<file path="src/rtl/dmac_master_engine.sv">
// DMA master engine: pops descriptors from the DMAC FIFO and copies each one word by word
// over the shared master bus, holding the bus for the whole descriptor.
module dmac_master_engine #(
  parameter int unsigned AW = 32,
  parameter int unsigned DW = 32
) (
  input  logic          clk,
  input  logic          reset,
  input  logic          op_start,
  output logic          fifo_rd_en,
  input  logic          fifo_rd_ack,
  input  logic          fifo_rd_err,
  input  logic [AW-1:0] src_addr_in,
  input  logic [AW-1:0] dest_addr_in,
  input  logic [31:0]   data_size_in,
  output logic          m_req,
  input  logic          m_grant,
  output logic [AW-1:0] m_addr,
  output logic          m_wr,
  output logic [DW-1:0] m_wdata,
  input  logic [DW-1:0] m_rdata,
  output logic          busy,
  output logic          op_done
);

  localparam logic [3:0] StIdle    = 4'd0;
  localparam logic [3:0] StPop     = 4'd1;
  localparam logic [3:0] StWaitAck = 4'd2;
  localparam logic [3:0] StReq     = 4'd3;
  localparam logic [3:0] StRd      = 4'd4;
  localparam logic [3:0] StRdWait  = 4'd5;
  localparam logic [3:0] StWr      = 4'd6;
  localparam logic [3:0] StRel     = 4'd7;
  localparam logic [3:0] StDone    = 4'd8;

  localparam logic [AW-1:0] AddrOne = {{(AW-1){1'b0}}, 1'b1};

  logic [3:0]    state_q, state_d;
  logic          busy_q, busy_d;
  logic [AW-1:0] src_q, src_d;
  logic [AW-1:0] dst_q, dst_d;
  logic [31:0]   cnt_q, cnt_d;
  logic [DW-1:0] data_q, data_d;

  // fifo_rd_err needs no explicit decode: anything other than an ack ends the queue.
  always_comb begin
    state_d = state_q;
    busy_d  = busy_q;
    src_d   = src_q;
    dst_d   = dst_q;
    cnt_d   = cnt_q;
    data_d  = data_q;
    case (state_q)
      StIdle: begin
        if (op_start) begin
          state_d = StPop;
          busy_d  = 1'b1;
        end
      end
      StPop: state_d = StWaitAck;
      StWaitAck: begin
        if (fifo_rd_ack) begin
          src_d   = src_addr_in;
          dst_d   = dest_addr_in;
          cnt_d   = data_size_in;
          state_d = (data_size_in == 32'd0) ? StPop : StReq;
        end else begin
          state_d = StDone;
        end
      end
      StReq: if (m_grant) state_d = StRd;
      StRd:  if (m_grant) state_d = StRdWait;
      StRdWait: begin
        if (m_grant) begin
          data_d  = m_rdata;
          state_d = StWr;
        end
      end
      StWr: begin
        if (m_grant) begin
          src_d   = src_q + AddrOne;
          dst_d   = dst_q + AddrOne;
          cnt_d   = (cnt_q != 32'd0) ? cnt_q - 32'd1 : 32'd0;
          state_d = (cnt_q <= 32'd1) ? StRel : StRd;
        end
      end
      StRel: state_d = StPop;
      StDone: begin
        busy_d  = 1'b0;
        state_d = StIdle;
      end
      default: state_d = StIdle;
    endcase
  end

  always_ff @(posedge clk or posedge reset) begin
    if (reset) begin
      state_q <= StIdle;
      busy_q  <= 1'b0;
      src_q   <= '0;
      dst_q   <= '0;
      cnt_q   <= '0;
      data_q  <= '0;
    end else begin
      state_q <= state_d;
      busy_q  <= busy_d;
      src_q   <= src_d;
      dst_q   <= dst_d;
      cnt_q   <= cnt_d;
      data_q  <= data_d;
    end
  end

  // Outputs decode straight from state so an async reset clears them immediately.
  always_comb begin
    fifo_rd_en = (state_q == StPop);
    op_done    = (state_q == StDone);
    busy       = busy_q;
    m_req      = (state_q == StReq) || (state_q == StRd) ||
                 (state_q == StRdWait) || (state_q == StWr);
    m_wr       = (state_q == StWr) && m_grant;
    m_wdata    = (state_q == StWr) ? data_q : '0;
    // Source address stays up through RD_WAIT so a stalled read can be re-fetched.
    case (state_q)
      StRd, StRdWait: m_addr = src_q;
      StWr:           m_addr = dst_q;
      default:        m_addr = '0;
    endcase
  end

endmodule

</file>
<file path="config.mk">
export PLATFORM = sky130hd
export DESIGN_NAME = dmac_master_engine
export DESIGN_NICKNAME = d
export VERILOG_FILES = /design/src/rtl/dmac_master_engine.sv
export SDC_FILE = /design/constraint.sdc
export NUM_CORES = 1
export LEC_CHECK = 0
export CORE_ASPECT_RATIO = 0.9
export CORE_MARGIN = 5
export CORE_UTILIZATION = 51
export DETAILED_ROUTE_END_ITERATION = 16
export PLACE_DENSITY_LB_ADDON = 0.12
export SYNTH_ARGS = -nofsm -noshare
export SYNTH_HDL_FRONTEND = slang
export SYNTH_SLANG_ARGS = --single-unit
</file>
<file path="constraint.sdc">
create_clock -name clk -period 5.3 [get_ports clk]
set_clock_uncertainty 0.05 [all_clocks]
set_input_delay 1.06 -clock clk [delete_from_list [all_inputs] [get_ports clk]]
set_output_delay 1.06 -clock clk [all_outputs]
set_load 0.005 [all_outputs]
</file>
* Word-level counts from Yosys, hierarchy flattened
Index checks and enable logic that the tools add are counted.
** Operators by class
- Add/sub/neg operators :: 3
- Magnitude comparators :: 1
- Equal/unequal tests :: 14
- Muxes and demuxes :: 23
- Reductions and logical operators :: 14
** Operator list (count)
- 2-to-1 mux 32 bit :: 8
- case mux 32 bit (2 select lines) :: 4
- adder 32 x 1 -> 32 bit, second input constant :: 2
- less-or-equal comparator 32 x 1 -> 1 bit, second input constant :: 1
- zero test 32 bit :: 1
- case mux 4 bit (8 select lines) :: 1
- nonzero test 32 bit :: 1
- subtractor 32 x 1 -> 32 bit, second input constant :: 1
- 2-to-1 mux 4 bit :: 6
- equality test 4 x 3 -> 1 bit, second input constant :: 4
- inequality test 2 bit, second input constant :: 6
- equality test 4 x 2 -> 1 bit, second input constant :: 2
- AND reduction 5 bit :: 1
- equality test 4 x 1 -> 1 bit, second input constant :: 1
- equality test 4 bit, second input constant :: 1
- zero test 4 bit :: 1
- 2-to-1 mux 2 bit :: 2
- AND reduction 2 bit :: 2
- nonzero test 2 bit :: 2
- logical OR 1 bit :: 3
- AND reduction 3 bit :: 1
- case mux 1 bit (2 select lines) :: 1
- OR reduction 2 bit :: 1
- logical AND 1 bit :: 1
- 2-to-1 mux 1 bit :: 1
** Word-level totals
- Bits in registers :: 133
- Input port bits :: 134
- Logic and storage cells :: 61

* Depth between registers and ports, before layout
- Word-level depth :: 4
- Mapped depth :: 9
- Mapped depth without buffers :: 7

* Worst setup path after synthesis
No wires, ideal clock.
- Kind :: register to output
- Start :: register state_q[2]
- End :: output m_addr[0]
- Arrival :: 1705 ps
- Data required time :: 4190 ps
- Path slack :: 2485 ps
- Cell stages (with the launch flop) :: 7
- Path through :: dfrtp_1 > clkbuf_1 > and4bb_2 > buf_2 > buf_2 > buf_1 > a22o_1
** On the way
- Cells in the longest elaborated chain, start to end :: 3
- Elaborated cells on any way between the ends :: 5
** Ends and longest elaborated chain
- start: declaration :: RTL line 38 : logic [3:0] state_q, state_d;
- start signal: assignment :: RTL line 98 : state_q <= StIdle;
- start signal: assignment :: RTL line 105 : state_q <= state_d;
- equality test 4 x 3 -> 1 bit :: RTL line 124 : case (state_q)
- OR reduction 2 bit :: RTL line 124
- case mux 32 bit (2 select lines) * :: RTL line 124
- end: declaration :: RTL line 18 : output logic [AW-1:0] m_addr,
Every way passes the cells marked *; elsewhere a longest branch is shown, timed or not.

* Final worst setup path
- Start :: register state_q[2]
- End :: output m_wdata[3]
** On the way
- Cells in the longest elaborated chain, start to end :: 2
** Ends and longest elaborated chain
- equality test 4 x 3 -> 1 bit :: RTL line 122 : m_wdata = (state_q == StWr) ? data_q : '0;
- 2-to-1 mux 32 bit :: RTL line 122
- end: declaration :: RTL line 20 : output logic [DW-1:0] m_wdata,
No other way between the ends.

==> results.yml <==
synthesis:
  syn-instance-count: 944
  synthArstFlopShare_pct: 100
  synth_xor_area_share_pct: 0
  netlist_area_um2: 8290
  synth-adder-area-share_pct: 0.754
  synth_area_leaders: "dfrtp_1, mux2_2, a21oi_1"
  synth.most_common_cell: "dfrtp_1"
  synth-seq-area-share_pct: 40.1
  synth_compound_area_share_pct: 25.7
  synth_cell_types: 67
  synth-simple-area-share_pct: 23.9
  synth_top_area_share_pct: 40.1
  synth_common_cells: "dfrtp_1, nand2_1, a21oi_1"
  ys.flop_type: "dfrtp_1"
  synthMuxAreaShare_pct: 4.71
  syn-num-nets: 1083
  yosysTopAreaCell: "dfrtp_1"
  synth_area_per_cell_um2: 8.78
  synth_top_family_by_area: "compound AO/OA/AOI/OAI gates"
  ys_warn_count: 0
  synth_seq_cells: 133
  synth-edff-count: 0
finish:
  fin_nets: 1241
  diodes: 0
  final_design_area_no_fill_um2: 11100
  drive_above_1_share_pct: 9.33
  syn2layout_area_growth_pct: 33.4
  nFillCells: 1312
  multiInputGateArea_um2: 4620
  fin_util_pct: 68.8
  regArea_um2: 3330
worst_hold_path:
  hold_path_class: "reg -> reg"
global_route:
  antenna_found_initial: 0
  grt_pass1_vias: 7940
  grt_overflow: 0
  grt_usage_pct: 27.2
  grt_max_degree: 98
  grt_pass1_wl_um: 41000
route:
  drc_errors: 0
  vias_per_cell: 6.38
  drtIter0Drc: 1041
  vias: 8437
  postRouteAntennaNets: 0
  wirelength_um: 26000
  wl_per_cell_um: 19.7
  dr.pass1.iters: 6
timing:
  slew_headroom_pct: 26.1
  finalSetupViolCount: 0
  hold_ws_ps: 442
  max_freq_mhz: 243
  hold_violations: 0
  final_max_slew_viol_count: 0
  rsz0062_at_grt: "false"
  worst_slew_pin_slew_ps: 1100
  finalCritPeriodShare_pct: 77.6
  final.setup.tns_ps: 0
  fin_crit_ps: 4110
power_and_ir_drop:
  p_sw_mw: 2.13
  leakagePower_nw: 4.30
  p_seq_share_pct: 38.0
  p_int_mw: 3.39
  clkPwrFrac_pct: 23.2
  peakVddDrop_mv: 0.287
  p_per_area_nw_per_um2: 499
  switching_share_pct: 38.6
  p_comb_share_pct: 38.9
worst_setup_path:
  crit_path_end_kind: "primary output"
  r2r_setup_slack_ps: 2190
  path_cells: "and4bb_4 -> buf_4 -> and2_1 -> clkdlybuf4s50_1"
  critPathMaxStageDelay_ps: 840
  crit_fanout: 61
  crit_type: "reg -> out"
  critPathArrivalTime_ps: 3000
  worstPathRequired_ps: 4190
  startpoint_type: "flip-flop"
  cp_slowest_cell: "and4bb_4"
place:
  hpwl_um: 17600
  io_buffers: 201
  gp_routability_congestion: 0.870
  placed_area_um2: 10400
cts:
  cts_sinks: 133
  tritoncts: "yes"
  post_cts.repair.setup_buffers: 0
  clk_latency_ps: 430
  htreeDepth: 4
  numCtsBuffers: 17
  cts_root_buf: "clkbuf_16"
  clk_pin_slew_ps: 60
  cts_buffer_depth: 2
  cts_resized: 0
  cts_hold_buf: 0
floorplan:
  ioPinCount: 203
  start_util_pct: 51.6
  die_w_um: 144
  coreArea_um2: 16100
  num_rows: 44
  die_y_um: 131
  die-area_um2: 18900
job:
  drv_cap: 0
outcome:
  status: "finished clean"
worst paths after layout:
kind | to | depth (start not counted) | from
min in group asynchronous | data_q[24]$_DFFE_PP0P_ | 2 | reset
setup / recovery | m_wdata[3] | 4 | state_q[2]$_DFFE_PP0P_
setup reg to reg | dst_q[27]$_DFFE_PP0P_ | 6 | state_q[2]$_DFFE_PP0P_
max in group asynchronous | src_q[27]$_DFFE_PP0P_ | 3 | reset
hold / removal | data_q[6]$_DFFE_PP0P_ | 1 | data_q[6]$_DFFE_PP0P_
hold reg to reg | data_q[6]$_DFFE_PP0P_ | 1 | data_q[6]$_DFFE_PP0P_
layer usage:
layer / up-vias / GRT usage [%] / share of wire [%]
met3: 45 / 6.48 / 8.7
met4: 0 / 7.73 / 1.7
met2: 411 / 42.1 / 46
met1: 4052 / 38.4 / 44
li1: 3929 / - / -
met5: - / 0 / 0
power groups by stage:
stage / combinational (mW) / clock, mW / sequential (mW)
3_3_place_gp: 2.07 / 0 / 2.06
5_1_grt: 2.36 / 1.34 / 2.17
6_report: 2.15 / 1.28 / 2.10
4_1_cts: 2.14 / 1.29 / 2.08
3_5_place_dp: 2.12 / 0 / 2.09
2_1_floorplan: 1.52 / 0 / 1.88
stage by stage:
stage	worst slack, ps	total power, mW	cells
final	1190	5.52	1322
after global routing	1010	5.88	1322
after CTS	1180	5.51	1322
after detailed placement	1400	4.20	1290
after global placement	1410	4.13	1290
after floorplan	636	3.40	944
critical path, delay by kind of cell (launching register included):
family / cells / cell delay, ps
buf+inv: 2 / 910
flops: 1 / 620
simple gates: 2 / 1010
layout by cell type, fill, tap and decap left out, types with 14 or more instances in the layout:
master,netlist,routed
o21ai_1,14,14
clkbuf_16,0,17
nor2_1,51,50
nand2_1,87,87
nand4_1,25,25
o22ai_1,24,24
mux2_2,32,32
nand3_1,46,46
a21oi_1,70,70
nor3_1,28,27
and2_1,40,40
o21ai_0,51,51
and3_1,19,19
nor4_1,21,20
clkdlybuf4s50_1,0,201
a2bb2oi_1,19,19
a22o_1,39,39
dfrtp_1,133,133
state kept, by name, summed over array words and instances (netlist names):
register,cells
dst_q,32
cnt_q,32
data_q,32
busy,1
state_q,4
src_q,32
area by class of cell:
type	instances	share of cell area (%)
inverter	14	0.498
clock buffer	20	4.13
clock inverter	12	1.61
sequential	133	30.1
timing repair buffer	217	19.6
tap	207	2.34
multi-input combinational	719	41.7
cells by family after synthesis:
family / Yosys count
flip-flops: 133
AND/OR/NAND/NOR: 367
buffers and inverters: 92
AO/OA/AOI/OAI: 312
multiplexers: 35
adder cells (fa/ha/maj): 5
(Power assumes the default switching activity.)
